**config.mk**
```make
export PLATFORM = sky130hd
export DESIGN_NAME = seg7_hex_scanner
export DESIGN_NICKNAME = d
export VERILOG_FILES = /design/src/rtl/seg7_pkg.sv /design/src/rtl/seg7_hex_decode.sv /design/src/rtl/seg7_hex_scanner.sv
export SDC_FILE = /design/constraint.sdc
export NUM_CORES = 1
export LEC_CHECK = 0
export BUFFER_PORTS_ARGS = -buffer_cell sky130_fd_sc_hd__buf_2
export CAP_MARGIN = 20
export CORE_MARGIN = 5
export CORE_UTILIZATION = 60
export CTS_CLUSTER_SIZE = 20
export DETAILED_ROUTE_END_ITERATION = 10
export GPL_TIMING_DRIVEN = 1
export PLACE_DENSITY_LB_ADDON = 0.3
export SYNTH_ARGS = -nofsm -noshare
export SYNTH_HDL_FRONTEND = slang
export SYNTH_SLANG_ARGS = --single-unit
```
**constraint.sdc**
```tcl
create_clock -name clk -period 5 [get_ports clk]
set_input_delay 1 -clock clk [delete_from_list [all_inputs] [get_ports clk]]
set_output_delay 1 -clock clk [all_outputs]
set_load 0.005 [all_outputs]
```
**src/rtl/seg7_pkg.sv**
```systemverilog
// Shared types and constants for the two-digit hex scanner:
// the display-phase enum and the nibble-to-segment table (bit 0 = a .. bit 6 = g).
package seg7_pkg;

    typedef enum logic [1:0] {
        BLANK_LO,
        SHOW_HI,
        BLANK_HI,
        SHOW_LO
    } state_e;

    localparam logic [6:0] SEG_BLANK = 7'h00;

    // Entry [n] holds the segment pattern for hex digit n.
    localparam logic [15:0][6:0] HEX_SEG = {
        7'h71, 7'h79, 7'h5E, 7'h39, 7'h7C, 7'h77, 7'h6F, 7'h7F,
        7'h07, 7'h7D, 7'h6D, 7'h66, 7'h4F, 7'h5B, 7'h06, 7'h3F
    };

endpackage

```
**src/rtl/seg7_hex_decode.sv**
```systemverilog
// Combinational nibble to 7-segment lookup (active-high, bit 0 = segment a).
module seg7_hex_decode
    import seg7_pkg::*;
(
    input  logic [3:0] nibble_i,
    output logic [6:0] seg_o
);

    assign seg_o = HEX_SEG[nibble_i];

endmodule

```
**src/rtl/seg7_hex_scanner.sv**
```systemverilog
// Time-multiplexes an 8-bit value as two hex digits on one 7-segment display,
// with blanking gaps between digits and 3-bit PWM brightness. Outputs are registered.
module seg7_hex_scanner
    import seg7_pkg::*;
#(
    parameter int DWELL = 100,
    parameter int BLANK = 4
) (
    input  logic       clk,
    input  logic       rst,
    input  logic [7:0] value,
    input  logic       load,
    input  logic [2:0] duty,
    output logic [6:0] seg,
    output logic       dp,
    output logic       frame
);

    localparam int MAXN = (DWELL > BLANK) ? DWELL : BLANK;
    localparam int PW   = $clog2(MAXN + 1);
    localparam logic [PW-1:0] DWELL_LAST = PW'(DWELL - 1);
    localparam logic [PW-1:0] BLANK_LAST = PW'(BLANK - 1);

    state_e          state_q, state_d;
    logic [PW-1:0]   phase_q, phase_d;
    logic [2:0]      pwm_q;
    logic [7:0]      pending_q, pending_d;
    logic [7:0]      shown_q, shown_d;
    logic [6:0]      seg_q, seg_d;
    logic            dp_q, dp_d;
    logic            frame_q, frame_d;

    logic [PW-1:0]   phase_last;
    logic [3:0]      nibble;
    logic [6:0]      digit_seg;
    logic            pwm_on;

    seg7_hex_decode u_decode (
        .nibble_i (nibble),
        .seg_o    (digit_seg)
    );

    assign nibble = (state_q == SHOW_HI) ? shown_q[7:4] : shown_q[3:0];
    assign pwm_on = (pwm_q <= duty);

    always_comb begin
        state_d    = state_q;
        phase_d    = phase_q + PW'(1);
        pending_d  = load ? value : pending_q;
        shown_d    = shown_q;
        seg_d      = SEG_BLANK;
        dp_d       = 1'b0;
        frame_d    = (state_q == SHOW_HI) && (phase_q == '0);
        phase_last = (state_q == SHOW_HI || state_q == SHOW_LO) ? DWELL_LAST : BLANK_LAST;

        if (phase_q == phase_last) begin
            phase_d = '0;
            unique case (state_q)
                BLANK_LO: state_d = SHOW_HI;
                SHOW_HI:  state_d = BLANK_HI;
                BLANK_HI: state_d = SHOW_LO;
                SHOW_LO:  state_d = BLANK_LO;
                default:  state_d = BLANK_LO;
            endcase
        end

        // Both digits of a frame come from one capture; a load in this very cycle wins.
        if (state_q == BLANK_LO && phase_q == BLANK_LAST)
            shown_d = load ? value : pending_q;

        unique case (state_q)
            SHOW_HI: begin
                if (pwm_on) begin
                    seg_d = digit_seg;
                    dp_d  = 1'b1;
                end
            end
            SHOW_LO: begin
                if (pwm_on) seg_d = digit_seg;
            end
            default: ;
        endcase
    end

    always_ff @(posedge clk) begin
        if (rst) begin
            state_q   <= BLANK_LO;
            phase_q   <= '0;
            pwm_q     <= 3'd0;
            pending_q <= 8'h00;
            shown_q   <= 8'h00;
            seg_q     <= SEG_BLANK;
            dp_q      <= 1'b0;
            frame_q   <= 1'b0;
        end else begin
            state_q   <= state_d;
            phase_q   <= phase_d;
            pwm_q     <= pwm_q + 3'd1;
            pending_q <= pending_d;
            shown_q   <= shown_d;
            seg_q     <= seg_d;
            dp_q      <= dp_d;
            frame_q   <= frame_d;
        end
    end

    assign seg   = seg_q;
    assign dp    = dp_q;
    assign frame = frame_q;

endmodule

```
==> flow_metrics.env <==
export IMPL_tns_ns=0
export IMPL_fin_crit_sh_pct=52.68
export IMPL_portBuffers=22
export IMPL_rows=19
export IMPL_skew_ns=0.004981
export IMPL_cp_top_family="multiplexers"
export IMPL_syn_to_final_growth_pct=8.549
export IMPL_hp_start="pwm_q[0]"
export IMPL_crit_buf_inv=2
export IMPL_critical_path_max_stage_delay_ns=0.61
export IMPL_layout_common_cells="39 x nor2_1, 37 x dfxtp_1, 22 x buf_2"
export IMPL_root_buffer="clkbuf_4"
export IMPL_r2r_start="state_q[0]"
export IMPL_busiest_layer="met2"
export IMPL_antenna_found_initial=0
export IMPL_die_x_um=63.88
export IMPL_vias_per_cell=5.507
export IMPL_ys_seq_area_share_pct=42.53
export IMPL_drt_wl_total_um=2945
export IMPL_finalCriticalPeriod_ns=2.634
export IMPL_max_freq_mhz=379.6
export IMPL_hold_path_class="flop to flop"
export IMPL_vdd_drop_max_mv=0.2612
export IMPL_postCtsSetupRepairBufs=0
export IMPL_crit_chain="ha_1 > mux2i_1 > inv_1 > ha_1 > inv_1 > mux4_2 > nor2_2"
export IMPL_cp_max_fo=8
export IMPL_p_per_area_nw_per_um2=298.4
export IMPL_setup_viol=0
export IMPL_cts_sinks=37
export IMPL_tightest_slew_ns=1.014
export IMPL_cts_tree="yes"
export IMPL_crit_required_ns=5.27
export IMPL_drive_gt1_share_pct=17.68
export IMPL_critPathCaptureType="flop"
export IMPL_stdcell_count=229
export IMPL_grt_util_met2_pct=28.39
export IMPL_hold_viol_final=0
export IMPL_holdBufCountCts=0
export IMPL_fp_coreArea_um2=2758
export IMPL_final_common_cell="nor2_1"
export IMPL_arrival_ns=2.91
export IMPL_cts_max_level=2
export IMPL_p_total_mw=0.5642
export IMPL_ioPinCount=23
export IMPL_met3_usage_pct=6.305
export IMPL_dp_hpwl_um=2213
export IMPL_crit_type="flop to flop"
export IMPL_grt_pass1_vias=1267
export IMPL_max_cap_violations=0
export IMPL_grt_pass1_wl_um=5161
export IMPL_finalMaxSlewViolations=0
export IMPL_max_slew_margin_pct=30.45
export IMPL_syn_inst=178
export IMPL_start_util_pct=63.16
export IMPL_vias=1261
export IMPL_n_antenna_cell=0
export IMPL_status="complete, no violations"
export IMPL_clk_pin_slew_ns=0.10
export IMPL_remaining_drc_errors=0
export IMPL_rsz0062_at_grt="no"
export IMPL_dpl_cell_count=222
export IMPL_grt_max_degree=26
export IMPL_grt_overflow_total=0
export IMPL_slowest_stage="mux2i_1"
export IMPL_nets=230
export IMPL_ant_nets=0
export IMPL_first_pass_iters=4
export IMPL_first_iter_violations=37
export IMPL_clk_latency_ns=0.33
export IMPL_ys_types=39
export IMPL_cts_buffer_depth=2
export IMPL_yosysWarningCount=0
export IMPL_syn_num_nets=210
export IMPL_p_leak_nw=0.9040
export IMPL_synth_area_per_cell_um2=9.785
export IMPL_grt_usage_pct=15.96
export IMPL_cts_buffers=5
export IMPL_die_h_um=63.88
export IMPL_syn_cell_area_um2=1742
export IMPL_critPathLaunch="state_q[0]"
export IMPL_post_cts_resized=0
export IMPL_die_area_um2=4080
export IMPL_ys_seq_elements=37
export IMPL_wire_per_inst_um=12.86
export IMPL_start_kind="flop"
export IMPL_routabilityCongestion=0.7628
export IMPL_grt_use_met1_pct=15.34
## cells in the mapped netlist (all sizes together)
library cell / number / area share, %
a211oi: 10 / 4.3
a21o: 1 / 0.43
a21oi: 1 / 0.29
a221oi: 1 / 0.50
a311oi: 1 / 0.50
a31oi: 1 / 0.36
and3: 2 / 0.72
and4: 1 / 0.50
buf: 5 / 2.3
clkbuf: 4 / 0.86
dfxtp: 37 / 43
ha: 18 / 13
inv: 12 / 2.6
mux2: 2 / 1.5
mux2i: 16 / 9.4
mux4: 1 / 1.3
nand2: 2 / 0.43
nand2b: 1 / 0.36
nand3: 2 / 0.57
nand4: 1 / 0.36
nor2: 40 / 8.8
nor2b: 1 / 0.36
nor3: 2 / 0.86
nor3b: 1 / 0.43
nor4: 1 / 0.36
o211a: 2 / 1.1
o22ai: 2 / 0.72
o32ai: 1 / 0.50
or2: 2 / 0.72
or3: 1 / 0.36
xnor2: 4 / 2.0
xor2: 2 / 1.0
## cell type report
cell class | instances | area, µm²
clock buffer | 7 | 55.05
inverter | 12 | 45.04
tap | 31 | 38.79
fill | 220 | 867.1
timing repair buffer | 22 | 110.1
sequential | 37 | 740.7
multi-input combinational | 120 | 900.9
## stage by stage
step	hold slack [ns]	worst slack [ns]	cell area (µm²)	utilization, %
global route	0.4987	2.190	1891	68.56
floorplan	0.4019	2.739	1742	-
detailed placement	0.4251	2.382	1836	66.56
CTS	0.4522	2.357	1891	68.56
finish	0.4485	2.366	1891	68.56
global placement	0.4182	2.565	1836	66.56
## worst paths after layout
kind / endpoint / slack (ns) / cells past startpoint
worst max-delay path: seg[3] / 2.37 / 7
worst min-delay path: pwm_q[0] / 0.45 / 1
worst max register to register: seg[3] / 2.37 / 7
worst min register to register: pwm_q[0] / 0.45 / 1
## cells by family after synthesis
| family | Yosys count | synth area share [%] |
|---|---|---|
| AO/OA/AOI/OAI | 20 | 8.765 |
| buffers and inverters | 21 | 5.747 |
| AND/OR/NAND/NOR | 57 | 14.80 |
| XOR/XNOR | 6 | 3.017 |
| multiplexers | 19 | 12.21 |
| adder cells (fa/ha/maj) | 18 | 12.93 |
| flip-flops | 37 | 42.53 |
## routing by layer
metal  part of all wire (%)  vias to the layer above  wire length [µm]
met5                      0                        -                 0
met4                    2.7                        0                80
met3                    5.3                       10               155
met2                     51                       28              1492
met1                     41                      583              1217
li1                       -                      640                 -
## flip-flops by register name, summed over array words and instances (netlist names)
name       count
state_q        2
seg            7
dp             1
frame          1
shown_q        8
phase_q        7
pending_q      8
pwm_q          3
## where the power goes
| part | leakage, nW | switching (mW) | total [mW] | internal [mW] |
|---|---|---|---|---|
| Clock | 0.0314 | 0.0872 | 0.154 | 0.0664 |
| Sequential | 0.302 | 0.00958 | 0.321 | 0.311 |
| Combinational | 0.571 | 0.0491 | 0.0898 | 0.0408 |
(Power assumes the default switching activity.)
